### src/rtl/axil_sram_bridge.sv
`default_nettype none
// ============================================================================
//  Module      : axil_sram_bridge
//  Description : AXI4-Lite slave that maps the read channel onto a read-only
//                SRAM port A and the write channels onto a byte-masked,
//                write-only SRAM port B. Each path allows one transaction in
//                flight. Optional macro AXIL_SRAM_RANGE_CHECK_EN turns
//                out-of-window addresses into SLVERR with no SRAM access.
//  Revision    : 1.0  initial release
// ============================================================================
module axil_sram_bridge #(
  parameter int ADDR_W     = 10,
  parameter int DATA_W     = 32,
  parameter int BYTE_W     = DATA_W / 8,
  parameter int AXI_ADDR_W = 32
) (
  input  logic                  clk,
  input  logic                  rst,
  // AXI4-Lite write address / data / response
  input  logic [AXI_ADDR_W-1:0] s_awaddr,
  input  logic                  s_awvalid,
  output logic                  s_awready,
  input  logic [DATA_W-1:0]     s_wdata,
  input  logic [BYTE_W-1:0]     s_wstrb,
  input  logic                  s_wvalid,
  output logic                  s_wready,
  output logic [1:0]            s_bresp,
  output logic                  s_bvalid,
  input  logic                  s_bready,
  // AXI4-Lite read address / data
  input  logic [AXI_ADDR_W-1:0] s_araddr,
  input  logic                  s_arvalid,
  output logic                  s_arready,
  output logic [DATA_W-1:0]     s_rdata,
  output logic [1:0]            s_rresp,
  output logic                  s_rvalid,
  input  logic                  s_rready,
  // SRAM port A (read)
  output logic                  a_en,
  output logic                  a_re,
  output logic [ADDR_W-1:0]     a_addr,
  input  logic [DATA_W-1:0]     a_rdata,
  input  logic                  a_rvalid,
  // SRAM port B (write)
  output logic                  b_en,
  output logic                  b_we,
  output logic [ADDR_W-1:0]     b_addr,
  output logic [DATA_W-1:0]     b_wdata,
  output logic [BYTE_W-1:0]     b_wmask
);

  localparam logic [1:0] C_RESP_OKAY   = 2'b00;
  localparam logic [1:0] C_RESP_SLVERR = 2'b10;

  typedef enum logic [1:0] {
    W_COLLECT = 2'd0,
    W_ISSUE   = 2'd1,
    W_RESP    = 2'd2
  } wr_state_t;

  typedef enum logic [1:0] {
    R_IDLE = 2'd0,
    R_REQ  = 2'd1,
    R_WAIT = 2'd2,
    R_RESP = 2'd3
  } rd_state_t;

  wr_state_t             r_wr_state;
  rd_state_t             r_rd_state;

  logic                  r_aw_full;
  logic [ADDR_W-1:0]     r_aw_idx;
  logic                  r_aw_oor;
  logic                  r_w_full;
  logic [DATA_W-1:0]     r_w_data;
  logic [BYTE_W-1:0]     r_w_strb;

  logic                  w_aw_hs;
  logic                  w_w_hs;
  logic                  w_ar_hs;
  logic                  w_issue_clr;
  logic                  w_aw_full_nxt;
  logic                  w_w_full_nxt;
  logic                  w_aw_oor;
  logic                  w_ar_oor;
  logic                  w_unused;

  assign w_aw_hs     = s_awvalid & s_awready;
  assign w_w_hs      = s_wvalid  & s_wready;
  assign w_ar_hs     = s_arvalid & s_arready;
  assign w_issue_clr = (r_wr_state == W_ISSUE);

  // Buffers empty at the end of the issue cycle, so ready reopens in W_RESP.
  assign w_aw_full_nxt = (r_aw_full | w_aw_hs) & ~w_issue_clr;
  assign w_w_full_nxt  = (r_w_full  | w_w_hs)  & ~w_issue_clr;

`ifdef AXIL_SRAM_RANGE_CHECK_EN
  assign w_aw_oor = |s_awaddr[AXI_ADDR_W-1:ADDR_W+2];
  assign w_ar_oor = |s_araddr[AXI_ADDR_W-1:ADDR_W+2];
  assign w_unused = ^{s_awaddr[1:0], s_araddr[1:0]};
`else
  // Upper address bits are ignored: the SRAM aliases across the address space.
  assign w_aw_oor = 1'b0;
  assign w_ar_oor = 1'b0;
  assign w_unused = ^{s_awaddr[AXI_ADDR_W-1:ADDR_W+2], s_awaddr[1:0],
                      s_araddr[AXI_ADDR_W-1:ADDR_W+2], s_araddr[1:0]};
`endif

  // --------------------------------------------------------------------------
  // Write path
  // --------------------------------------------------------------------------
  always_ff @(posedge clk) begin
    if (rst) begin
      r_wr_state <= W_COLLECT;
      r_aw_full  <= 1'b0;
      r_aw_idx   <= '0;
      r_aw_oor   <= 1'b0;
      r_w_full   <= 1'b0;
      r_w_data   <= '0;
      r_w_strb   <= '0;
      s_awready  <= 1'b0;
      s_wready   <= 1'b0;
      s_bvalid   <= 1'b0;
      s_bresp    <= C_RESP_OKAY;
      b_en       <= 1'b0;
      b_we       <= 1'b0;
      b_addr     <= '0;
      b_wdata    <= '0;
      b_wmask    <= '0;
    end else begin
      r_aw_full <= w_aw_full_nxt;
      r_w_full  <= w_w_full_nxt;
      s_awready <= ~w_aw_full_nxt;
      s_wready  <= ~w_w_full_nxt;

      if (w_aw_hs) begin
        r_aw_idx <= s_awaddr[ADDR_W+1:2];
        r_aw_oor <= w_aw_oor;
      end
      if (w_w_hs) begin
        r_w_data <= s_wdata;
        r_w_strb <= s_wstrb;
      end

      case (r_wr_state)
        W_COLLECT: begin
          if (r_aw_full && r_w_full && !s_bvalid) begin
            b_en       <= ~r_aw_oor;
            b_we       <= ~r_aw_oor;
            b_addr     <= r_aw_idx;
            b_wdata    <= r_w_data;
            b_wmask    <= r_w_strb;
            r_wr_state <= W_ISSUE;
          end
        end
        W_ISSUE: begin
          b_en       <= 1'b0;
          b_we       <= 1'b0;
          s_bvalid   <= 1'b1;
          s_bresp    <= r_aw_oor ? C_RESP_SLVERR : C_RESP_OKAY;
          r_wr_state <= W_RESP;
        end
        W_RESP: begin
          if (s_bready) begin
            s_bvalid   <= 1'b0;
            r_wr_state <= W_COLLECT;
          end
        end
        default: r_wr_state <= W_COLLECT;
      endcase
    end
  end

  // --------------------------------------------------------------------------
  // Read path
  // --------------------------------------------------------------------------
  always_ff @(posedge clk) begin
    if (rst) begin
      r_rd_state <= R_IDLE;
      s_arready  <= 1'b0;
      s_rvalid   <= 1'b0;
      s_rdata    <= '0;
      s_rresp    <= C_RESP_OKAY;
      a_en       <= 1'b0;
      a_re       <= 1'b0;
      a_addr     <= '0;
    end else begin
      case (r_rd_state)
        R_IDLE: begin
          if (w_ar_hs) begin
            s_arready <= 1'b0;
            if (w_ar_oor) begin
              s_rdata    <= '0;
              s_rresp    <= C_RESP_SLVERR;
              s_rvalid   <= 1'b1;
              r_rd_state <= R_RESP;
            end else begin
              a_en       <= 1'b1;
              a_re       <= 1'b1;
              a_addr     <= s_araddr[ADDR_W+1:2];
              r_rd_state <= R_REQ;
            end
          end else begin
            s_arready <= 1'b1;
          end
        end
        R_REQ: begin
          a_en       <= 1'b0;
          a_re       <= 1'b0;
          r_rd_state <= R_WAIT;
        end
        R_WAIT: begin
          if (a_rvalid) begin
            s_rdata    <= a_rdata;
            s_rresp    <= C_RESP_OKAY;
            s_rvalid   <= 1'b1;
            r_rd_state <= R_RESP;
          end
        end
        R_RESP: begin
          if (s_rready) begin
            s_rvalid   <= 1'b0;
            s_arready  <= 1'b1;
            r_rd_state <= R_IDLE;
          end
        end
        default: r_rd_state <= R_IDLE;
      endcase
    end
  end

endmodule
`default_nettype wire

### config.mk
export PLATFORM = sky130hd
export DESIGN_NAME = axil_sram_bridge
export DESIGN_NICKNAME = d
export VERILOG_FILES = /design/src/rtl/axil_sram_bridge.sv
export SDC_FILE = /design/constraint.sdc
export NUM_CORES = 1
export LEC_CHECK = 0
export ABC_CLOCK_PERIOD_IN_PS = 3400
export CAP_MARGIN = 20
export CELL_PAD_IN_SITES_DETAIL_PLACEMENT = 0
export CELL_PAD_IN_SITES_GLOBAL_PLACEMENT = 1
export CORE_MARGIN = 1
export CORE_UTILIZATION = 33
export DETAILED_ROUTE_END_ITERATION = 8
export PLACE_DENSITY_LB_ADDON = 0.1
export SYNTH_ARGS = -nofsm -noshare
export SYNTH_HDL_FRONTEND = slang
export SYNTH_SLANG_ARGS = --single-unit
### constraint.sdc
create_clock -name clk -period 3.4 [get_ports clk]
set_input_delay 0.34 -clock clk [delete_from_list [all_inputs] [get_ports clk]]
set_output_delay 0.34 -clock clk [all_outputs]
set_load 0.005 [all_outputs]
==> insert_results.sql, run 1 <==
INSERT INTO impl_metrics (metric_group, metric, value, unit) VALUES
('global_routing', 'grt_max_degree', '85', ''),
('status', 'status', 'finished clean', ''),
('worst_setup_path', 'worstReg2RegStart', 'r_wr_state[0]', ''),
('yosys', 'cell_taking_the_most_area_after_synthesis', 'sky130_fd_sc_hd__dfxtp_1', ''),
('power_and_ir_drop', 'p_per_cell_area', '529', 'nW/um^2'),
('clock_tree', 'insertion_delay', '0.42', 'ns'),
('worst_setup_path', 'timing.rr.end', 'b_wdata[13]', ''),
('clock_tree', 'cts_buffer_depth', '2', ''),
('yosys', 'synth_area_leaders', 'sky130_fd_sc_hd__dfxtp_1 (51%), sky130_fd_sc_hd__nand2_1 (12%), sky130_fd_sc_hd__nand2b_1 (11%), sky130_fd_sc_hd__a21oi_1 (8.2%), sky130_fd_sc_hd__mux2i_1 (8.2%)', ''),
('worst_setup_path', 'timing_worst_setup_path_type', 'reg2reg', ''),
('global_routing', 'globalRouteTotalUtil', '0.160', ''),
('yosys', 'synthArstFlopShare', '0', ''),
('routing', 'via_count', '4780', ''),
('worst_setup_path', 'reg2reg_depth', '3', ''),
('routing', 'drt-vias-per-instance', '4.50', ''),
('sta', 'layout_min_cycle_time', '1.74', 'ns'),
('final_layout', 'design.final.nets', '974', ''),
('routing', 'dr.first_iter.drc_count', '157', ''),
('final_layout', 'most-common-layout-cells', 'sky130_fd_sc_hd__clkdlybuf4s50_1 (191), sky130_fd_sc_hd__nand2_1 (184), sky130_fd_sc_hd__dfxtp_1 (147)', ''),
('placement', 'gp_routability_congestion', '0.676', ''),
('min_path', 'worst_hold_endpoint', 'r_w_data[12]', ''),
('worst_setup_path', 'crit_arrival', '2.07', 'ns'),
('final_layout', 'area.growth.synth_to_final', '44.7', '%'),
('clock_tree', 'cts_repair_resize_count', '0', ''),
('yosys', 'synth_cell_types', '34', ''),
('worst_setup_path', 'timing.critical_path.from_type', 'flip-flop', ''),
('sta', 'max_slew_violation_total_from_the_final_report', '0', ''),
('clock_tree', 'h-tree-depth', '4', ''),
('yosys', 'postSynthCellCount', '657', ''),
('power_and_ir_drop', 'leakage', '2.81', 'nW'),
('routing', 'totalWireLength', '14.2', 'mm'),
('floorplan', 'design.die.area', '18000', 'um^2'),
('floorplan', 'fp.dieW', '134', 'um'),
('yosys', 'synth-edff-count', '0', ''),
('sta', 'worst_clock_skew', '0.0101', 'ns'),
('final_layout', 'n_antenna_cell', '0', ''),
('global_routing', 'number_of_antenna_violations_at_the_first_check_in_global_routing', '1', ''),
('sta', 'fin_crit_sh', '0.511', ''),
('global_routing', 'grt_pass1_vias', '4601', ''),
('final_layout', 'layout-drive-gt1-share', '0.0475', ''),
('floorplan', 'row_count', '47', ''),
('clock_tree', 'cts_hold_buffers', '0', ''),
('clock_tree', 'post_cts.repair.setup_buffers', '0', ''),
('sta', 'worst_pin_slew', '0.855', 'ns'),
('routing', 'drt.antenna.violating_nets', '0', ''),
('yosys', 'seq_area_frac_synth', '0.511', ''),
('routing', 'drt_drc_violations_left', '0', ''),
('final_layout', 'fillers', '1674', ''),
('clock_tree', 'cts_root_buf', 'sky130_fd_sc_hd__clkbuf_16', ''),
('sta', 'fin_setup_tns', '0', 'ns'),
('sta', 'report.final.setup_viol', '0', ''),
('floorplan', 'ios', '241', ''),
('clock_tree', 'cts.clk_slew.worst_paths', '0.06', 'ns'),
('placement', 'dpl_worst_slack', '1.30', 'ns'),
('min_path', 'worst_hold_path.num_cells', '2', ''),
('clock_tree', 'clock_tree_from_tritoncts', 'yes', ''),
('sta', 'maxSlewHeadroom', '0.430', ''),
('floorplan', 'initial_core_utilization', '0.342', ''),
('floorplan', 'fp.coreArea', '16800', 'um^2'),
('floorplan', 'die_h', '134', 'um'),
('placement', 'number_of_port_buffers', '192', ''),
('worst_setup_path', 'rrSetupSlack', '1.66', 'ns'),
('yosys', 'synthesis.yosys.warnings', '0', ''),
('global_routing', 'grt_pass1_wl', '22.6', 'mm'),
('yosys', 'yosys_most_used_dff', 'sky130_fd_sc_hd__dfxtp_1', ''),
('clock_tree', 'cts_made_buffers', '17', ''),
('worst_setup_path', 'worst-endpoint-required', '3.73', 'ns'),
('placement', 'post_dp_hpwl', '9.43', 'mm'),
('clock_tree', 'clock_sinks', '147', ''),
('sta', 'fmax', '575', 'MHz'),
('worst_setup_path', 'timing.critical_path.to_type', 'flip-flop', '');
-- registers in the layout, summed over array words and instances (netlist names), 2 cells and up --
signal and cells:
b_wdata 32, r_w_data 32, s_rdata 32, a_addr 10, b_addr 10, r_aw_idx 10
b_wmask 4, r_w_strb 4, r_rd_state 2, r_wr_state 2
-- kinds of logic (layout without fill, tap and decap cells) --
family | Yosys count | after routing | synth area share
simple gates | 302 | 302 | 0.248
flops | 147 | 147 | 0.511
compound gates | 101 | 101 | 0.0908
buf+inv | 53 | 235 | 0.0554
mux | 48 | 48 | 0.0837
fa+ha+maj | 5 | 5 | 0.0109
other cells | 1 | 4 | 0.000651
-- power by group --
part | internal [mW] | total (mW) | switching (mW)
Clock | 1.10 | 1.84 | 0.740
Sequential | 1.83 | 1.90 | 0.0675
Combinational | 0.371 | 0.674 | 0.303
Total | 3.30 | 4.41 | 1.11
-- critical path, cell delays in order, from the launching register on --
cell                      delay, ns
sky130_fd_sc_hd__dfxtp_1       0.37
sky130_fd_sc_hd__nor4_4        0.27
sky130_fd_sc_hd__buf_4         0.68
sky130_fd_sc_hd__mux2i_1       0.27
-- routing by layer --
layer  global-route usage  share of wire
met5                    0              0
met4               0.0537          0.014
met3               0.0763          0.088
met2                0.257           0.46
met1                0.187           0.44
-- how the worst max path moves through the flow --
stage / start / to / slack, ns / cells after the start
after floorplan: r_rd_state[0] / r_rd_state[1] / 2.05 / 4
after global placement: a_rvalid / s_rdata[3] / 1.35 / 4
after detailed placement: a_rvalid / s_rdata[30] / 1.30 / 4
after CTS: r_rd_state[0] / s_rdata[30] / 1.42 / 5
after global routing: r_wr_state[0] / b_wdata[28] / 1.54 / 3
final: r_wr_state[0] / b_wdata[13] / 1.66 / 3
-- Yosys cell counts (all sizes together), types with 2 or more instances --
cell / instances
nor2: 5
mux2i: 47
nand2b: 97
dfxtp: 147
a21oi: 94
ha: 5
and2: 3
buf: 36
nand2: 184
inv: 4
nor3: 2
clkbuf: 13
nor2b: 3
-- metrics by stage --
| stage | cells | cell area [um^2] | hold slack, ns | utilization |
|---|---|---|---|---|
| detailed placement | 1029 | 7730 | 0.447 | 0.459 |
| finish | 1062 | 8330 | 0.426 | 0.495 |
| floorplan | 660 | 5770 | 0.437 | - |
| global route | 1062 | 8330 | 0.450 | 0.495 |
| CTS | 1061 | 8310 | 0.420 | 0.494 |
| global placement | 1029 | 7730 | 0.442 | 0.459 |
-- cell type report --
class | instances | area, um^2 | area share
timing repair buffer | 199 | 2000 | 0.241
clock inverter | 12 | 133 | 0.0159
tap | 220 | 275 | 0.0330
clock buffer | 20 | 447 | 0.0536
sequential | 147 | 2940 | 0.353
inverter | 4 | 15.0 | 0.00180
multi-input combinational | 460 | 2520 | 0.302
No activity file was read; power rests on OpenSTA's default activity.
==> inputs of run 2 (changes only) <==
Settings changed: ABC_CLOCK_PERIOD_IN_PS 3400 to 1500, CORE_UTILIZATION 33 to 28.
Clock period 3.4 ns to 1.5 ns, I/O delays scaled along.
==> insert_results.sql, run 2 (same netlist as run 1, synthesis figures left out) <==
INSERT INTO impl_metrics (metric_group, metric, value, unit) VALUES
('status', 'status', 'finished clean', ''),
('power_and_ir_drop', 'p_per_cell_area', '1190', 'nW/um^2'),
('floorplan', 'row_count', '52', ''),
('sta', 'hold_violations', '0', ''),
('floorplan', 'design.die.area', '21100', 'um^2'),
('worst_setup_path', 'timing_worst_setup_path_type', 'reg2out', ''),
('final_layout', 'multi_input_gate_area_in_the_final_layout', '2530', 'um^2'),
('clock_tree', 'cts_hold_buffers', '0', ''),
('worst_setup_path', 'timing.rr.end', 'r_rd_state[1]', ''),
('final_layout', 'area.growth.synth_to_final', '49.8', '%'),
('clock_tree', 'insertion_delay', '0.42', 'ns'),
('routing', 'post_drt_wl_per_cell', '13.0', 'um'),
('floorplan', 'fp.dieW', '145', 'um'),
('routing', 'via_count', '4812', ''),
('worst_setup_path', 'reg2reg_depth', '5', ''),
('global_routing', 'grt_pass1_wl', '23.7', 'mm'),
('sta', 'fin_crit_sh', '0.963', ''),
('sta', 'fmax', '692', 'MHz'),
('clock_tree', 'cts_buffer_depth', '2', ''),
('worst_setup_path', 'timing.critical_path.fanout_max', '2', ''),
('min_path', 'worstHoldPathType', 'in2reg', ''),
('final_layout', 'design.final.nets', '983', ''),
('run', 'drv_cap', '0', ''),
('global_routing', 'globalRouteTotalUtil', '0.142', ''),
('final_layout', 'layout.cells.most_common', 'sky130_fd_sc_hd__clkdlybuf4s50_1', ''),
('worst_setup_path', 'rrSetupSlack', '0.08', 'ns'),
('sta', 'max_slew_violation_total_from_the_final_report', '0', ''),
('clock_tree', 'cts.clk_slew.worst_paths', '0.06', 'ns'),
('floorplan', 'die_h', '145', 'um'),
('floorplan', 'fp.coreArea', '20200', 'um^2'),
('sta', 'hold_ws', '0.0219', 'ns'),
('floorplan', 'ios', '241', ''),
('final_layout', 'utilization', '0.428', ''),
('clock_tree', 'cts_root_buf', 'sky130_fd_sc_hd__clkbuf_16', ''),
('routing', 'dr.first_iter.drc_count', '154', ''),
('worst_setup_path', 'cp_cell_instances', 'clkdlybuf4s50_1', ''),
('worst_setup_path', 'crit_arrival', '1.29', 'ns'),
('routing', 'drt.antenna.violating_nets', '0', ''),
('routing', 'drt-vias-per-instance', '4.29', ''),
('worst_setup_path', 'cpLargestDelayFamily', 'buffers and inverters', ''),
('clock_tree', 'cts_made_buffers', '17', ''),
('final_layout', 'n_antenna_cell', '0', ''),
('final_layout', 'seq_area', '2950', 'um^2'),
('worst_setup_path', 'worst-endpoint-required', '1.35', 'ns'),
('power_and_ir_drop', 'leakage', '3.00', 'nW'),
('global_routing', 'grt_pass1_vias', '4777', ''),
('worst_setup_path', 'timing.critical_path.to_type', 'primary output', ''),
('global_routing', 'grt_max_degree', '85', ''),
('power_and_ir_drop', 'ir_drop', '0.716', 'mV'),
('worst_setup_path', 'critPathMaxStageDelay', '0.55', 'ns'),
('routing', 'drt_drc_violations_left', '0', ''),
('worst_setup_path', 'path_depth', '1', ''),
('placement', 'gp_routability_congestion', '0.714', ''),
('routing', 'totalWireLength', '14.6', 'mm'),
('clock_tree', 'clock_sinks', '147', ''),
('final_layout', 'fillers', '2033', ''),
('final_layout', 'top_regs', 'b_wdata: 32 flops, r_w_data: 32 flops, s_rdata: 32 flops', ''),
('sta', 'report.final.setup_viol', '0', ''),
('clock_tree', 'h-tree-depth', '4', ''),
('worst_setup_path', 'timing.critical_path.from_type', 'flip-flop', ''),
('worst_setup_path', 'worstReg2RegStart', 'r_rd_state[0]', ''),
('final_layout', 'layout-drive-gt1-share', '0.0658', ''),
('routing', 'firstDrtPassIters', '4', ''),
('clock_tree', 'clock_tree_from_tritoncts', 'yes', ''),
('min_path', 'worst_hold_startpoint', 'rst', ''),
('global_routing', 'number_of_antenna_violations_at_the_first_check_in_global_routing', '0', ''),
('final_layout', 'most-common-layout-cells', 'sky130_fd_sc_hd__clkdlybuf4s50_1 (185), sky130_fd_sc_hd__nand2_1 (184), sky130_fd_sc_hd__dfxtp_1 (144)', ''),
('sta', 'layout_min_cycle_time', '1.44', 'ns'),
('worst_setup_path', 'critical_path.n_buffers_inverters', '1', ''),
('placement', 'post_dp_hpwl', '9.94', 'mm'),
('sta', 'worst_clock_skew', '0.0105', 'ns'),
('min_path', 'worst_hold_endpoint', 'r_w_data[11]', ''),
('placement', 'number_of_port_buffers', '192', ''),
('global_routing', 'grt_residual_overflow', '0', ''),
('min_path', 'worst_hold_path.num_cells', '2', ''),
('floorplan', 'initial_core_utilization', '0.285', ''),
('worst_setup_path', 'critical-path-slowest-cell', 'sky130_fd_sc_hd__clkdlybuf4s50_1', '');
## run 2: changes by cell type in the layout (fill, tap and decap cells not counted), sizes merged
cell	change
clkinv	-1
bufinv	+1
dlymetal6s2s	+6
clkinvlp	-1
inv	+1
buf	+9
clkdlybuf4s50	-6
## run 2: worst max path at each step
| stage | start | endpoint | slack (ns) |
|---|---|---|---|
| detailed placement | r_rd_state[0] | r_rd_state[1] | 0.004 |
| global placement | s_rready | r_rd_state[1] | 0.03 |
| floorplan | r_rd_state[0] | r_rd_state[1] | 0.15 |
| global route | r_rd_state[0] | r_rd_state[1] | -0.05 |
| CTS | s_rvalid | s_rvalid | 0.02 |
| finish | b_addr[6] | b_addr[6] | 0.06 |
## run 2: power breakdown
group	internal [mW]	switching, mW	leakage [nW]	total [mW]
Clock	2.66	1.67	0.279	4.33
Sequential	4.15	0.152	1.19	4.30
Combinational	0.919	0.711	1.53	1.63
Total	7.74	2.53	3.00	10.3
## run 2: area by class of cell
cell class | instances | share of cell area
inverter | 4 | 0.00174
clock inverter | 12 | 0.0180
multi-input combinational | 460 | 0.293
sequential | 147 | 0.342
clock buffer | 20 | 0.0518
tap | 270 | 0.0392
timing repair buffer | 208 | 0.254
## run 2: per-stage QoR
step | instances | TNS [ns] | total power [mW] | area, um^2 | worst slack, ns
CTS | 1121 | 0 | 10.4 | 8600 | 0.0179
detailed placement | 1088 | 0 | 6.00 | 7980 | 0.00448
floorplan | 660 | 0 | 5.16 | 5770 | 0.150
global route | 1121 | -0.0489 | 10.8 | 8620 | -0.0489
global placement | 1088 | 0 | 5.96 | 7980 | 0.0309
finish | 1121 | 0 | 10.3 | 8620 | 0.0554
## run 2: repair_timing
action / in CTS / in global routing
cloned: 0 / 0
setup buffers: 1 / 0
pin swaps: 1 / 0
setup endpoints to repair: 4 / 17
resized for setup: 4 / 10
## run 2: routing by layer
metal	GRT usage	part of all wire	routed length, um
met1	0.164	0.44	6390
met4	0.0516	0.018	257
met5	0	0	0
met2	0.232	0.47	6850
met3	0.0627	0.077	1130
==> inputs of run 3 (changes only) <==
Settings changed: REMOVE_ABC_BUFFERS set to 1.
==> insert_results.sql, run 3 (same netlist as run 1, synthesis figures left out) <==
INSERT INTO impl_metrics (metric_group, metric, value, unit) VALUES
('power_and_ir_drop', 'p_int', '7.65', 'mW'),
('min_path', 'worstHoldPathType', 'in2reg', ''),
('final_layout', 'most-common-layout-cells', 'sky130_fd_sc_hd__clkdlybuf4s50_1 (186), sky130_fd_sc_hd__nand2_1 (184), sky130_fd_sc_hd__dfxtp_1 (142)', ''),
('clock_tree', 'insertion_delay', '0.42', 'ns'),
('clock_tree', 'cts.clk_slew.worst_paths', '0.06', 'ns'),
('run', 'drv_cap', '0', ''),
('routing', 'drt-vias-per-instance', '4.28', ''),
('power_and_ir_drop', 'power_frac_seq', '0.424', ''),
('worst_setup_path', 'worst-endpoint-required', '1.35', 'ns'),
('global_routing', 'number_of_antenna_violations_at_the_first_check_in_global_routing', '0', ''),
('power_and_ir_drop', 'share_of_total_power_consumed_by_net_switching', '0.247', ''),
('final_layout', 'layout-drive-gt1-share', '0.0635', ''),
('sta', 'hold_violations', '0', ''),
('power_and_ir_drop', 'portion_of_total_power_attributed_to_combinational_logic', '0.159', ''),
('worst_setup_path', 'cp_cell_instances', 'clkdlybuf4s50_1', ''),
('final_layout', 'stdcell_area', '8570', 'um^2'),
('floorplan', 'ios', '241', ''),
('worst_setup_path', 'timing.critical_path.to_type', 'primary output', ''),
('routing', 'drt_drc_violations_left', '0', ''),
('sta', 'fmax', '692', 'MHz'),
('sta', 'layout_min_cycle_time', '1.44', 'ns'),
('placement', 'gp_routability_congestion', '0.717', ''),
('global_routing', 'grt_pass1_wl', '24.3', 'mm'),
('global_routing', 'grt_max_degree', '107', ''),
('power_and_ir_drop', 'clock_power_share', '0.418', ''),
('sta', 'grt_setup_unrepaired', 'true', ''),
('power_and_ir_drop', 'total_power', '10.2', 'mW'),
('worst_setup_path', 'crit_arrival', '1.29', 'ns'),
('worst_setup_path', 'cpLargestDelayFamily', 'buffers and inverters', ''),
('power_and_ir_drop', 'p_per_cell_area', '1190', 'nW/um^2'),
('sta', 'max_slew_violation_total_from_the_final_report', '0', ''),
('sta', 'report.final.setup_viol', '0', ''),
('clock_tree', 'clock_sinks', '147', ''),
('worst_setup_path', 'critPathMaxStageDelay', '0.53', 'ns'),
('worst_setup_path', 'timing_worst_setup_path_type', 'reg2out', ''),
('floorplan', 'initial_core_utilization', '0.285', ''),
('floorplan', 'die_h', '145', 'um'),
('power_and_ir_drop', 'ir_drop', '0.749', 'mV'),
('final_layout', 'n_antenna_cell', '0', ''),
('power_and_ir_drop', 'leakage', '2.95', 'nW'),
('routing', 'totalWireLength', '14.8', 'mm'),
('floorplan', 'fp.coreArea', '20200', 'um^2'),
('routing', 'firstDrtPassIters', '4', ''),
('final_layout', 'area.growth.synth_to_final', '48.8', '%'),
('floorplan', 'row_count', '52', ''),
('final_layout', 'utilization', '0.425', ''),
('clock_tree', 'clock_tree_from_tritoncts', 'yes', ''),
('final_layout', 'design.final.nets', '982', ''),
('clock_tree', 'cts_buffer_depth', '2', ''),
('floorplan', 'design.die.area', '21100', 'um^2'),
('worst_setup_path', 'timing.critical_path.fanout_max', '3', ''),
('final_layout', 'top_regs', 'b_wdata: 32 flops, r_w_data: 32 flops, s_rdata: 32 flops', ''),
('worst_setup_path', 'critical-path-slowest-cell', 'sky130_fd_sc_hd__clkdlybuf4s50_1', ''),
('routing', 'via_count', '4795', ''),
('routing', 'dr.first_iter.drc_count', '157', ''),
('worst_setup_path', 'critical_path.n_buffers_inverters', '1', ''),
('routing', 'post_drt_wl_per_cell', '13.2', 'um'),
('sta', 'post-route-worst-setup-slack', '0.0555', 'ns'),
('placement', 'dpl_worst_slack', '0.0193', 'ns'),
('routing', 'drt.antenna.violating_nets', '0', ''),
('power_and_ir_drop', 'total_switching_power', '2.51', 'mW'),
('placement', 'post_dp_cell_area', '7940', 'um^2'),
('final_layout', 'layout.cells.most_common', 'sky130_fd_sc_hd__clkdlybuf4s50_1', ''),
('worst_setup_path', 'timing.critical_path.from_type', 'flip-flop', ''),
('clock_tree', 'h-tree-depth', '4', ''),
('global_routing', 'grt_pass1_vias', '4862', ''),
('sta', 'worst_clock_skew', '0.00970', 'ns'),
('global_routing', 'grt_residual_overflow', '0', ''),
('placement', 'number_of_port_buffers', '192', ''),
('sta', 'fin_crit_sh', '0.963', ''),
('global_routing', 'globalRouteTotalUtil', '0.145', ''),
('clock_tree', 'cts_made_buffers', '17', ''),
('sta', 'hold_ws', '0.273', 'ns'),
('status', 'status', 'finished clean', ''),
('floorplan', 'fp.dieW', '145', 'um'),
('placement', 'post_dp_hpwl', '9.69', 'mm'),
('clock_tree', 'cts_root_buf', 'sky130_fd_sc_hd__clkbuf_16', '');
==> run 3: cell types whose count changed in the layout (fill, tap and decap cells not counted), sizes merged <==
cell | previous run | this run
dlygate4sd3 | 0 | 1
dlygate4sd2 | 0 | 1
inv | 6 | 4
clkinv | 2 | 6
buf | 17 | 15
bufinv | 3 | 2
clkdlybuf4s50 | 185 | 186
dlymetal6s2s | 6 | 4
clkinvlp | 5 | 4
==> run 3: path summary, 6_finish.rpt <==
| kind | start | endpoint | slack, ns | cells past startpoint |
|---|---|---|---|---|
| min | s_awaddr[10] | r_aw_idx[8] | 0.27 | 3 |
| max reg2reg | r_wr_state[0] | b_wdata[9] | 0.10 | 3 |
| max | s_rvalid | s_rvalid | 0.06 | 1 |
| min reg2reg | s_rdata[18] | s_rdata[18] | 0.45 | 2 |
==> run 3: layer usage <==
layer | part of all wire | up-vias | GRT usage
met5 | 0 | - | 0
met4 | 0.020 | 0 | 0.0632
met3 | 0.054 | 23 | 0.0445
met2 | 0.46 | 118 | 0.238
met1 | 0.47 | 2188 | 0.174
li1 | - | 2466 | -
==> run 3: tightest hold or removal path: cells and delay by family <==
| family | cells | cell delay (ns) |
|---|---|---|
| AOI/OAI and AO/OA | 1 | 0.05 |
| and+or+nand+nor | 1 | 0.05 |
| buffers and inverters | 1 | 0.39 |
==> run 3: final cells by class <==
type | count | area [um^2]
fill | 2014 | 11600
multi-input combinational | 460 | 2520
tap | 270 | 338
inverter | 4 | 15.0
clock buffer | 20 | 467
sequential | 147 | 2950
timing repair buffer | 207 | 2150
clock inverter | 12 | 131
==> run 3: through the flow <==
| step | instances | TNS [ns] |
|---|---|---|
| finish | 1120 | 0 |
| global route | 1120 | -0.0278 |
| CTS | 1120 | 0 |
| detailed placement | 1087 | 0 |
| global placement | 1087 | 0 |
| floorplan | 611 | -138.45 |
==> run 3: timing repair <==
item | in CTS | in global routing
setup endpoints to repair | 4 | 18
pin swaps | 0 | 0
buffers inserted | 0 | 0
hold endpoints to repair | 2 | 0
resized for setup | 4 | 8
hold buffers | 1 | 0
==> run 3: power groups by stage <==
stage	combinational [mW]	clock (mW)	sequential, mW
after floorplan	0.656	0	4.38
after global placement	1.60	0	4.37
after detailed placement	1.63	0	4.38
after CTS	1.64	4.42	4.30
after global routing	1.79	4.57	4.34
final	1.61	4.24	4.31
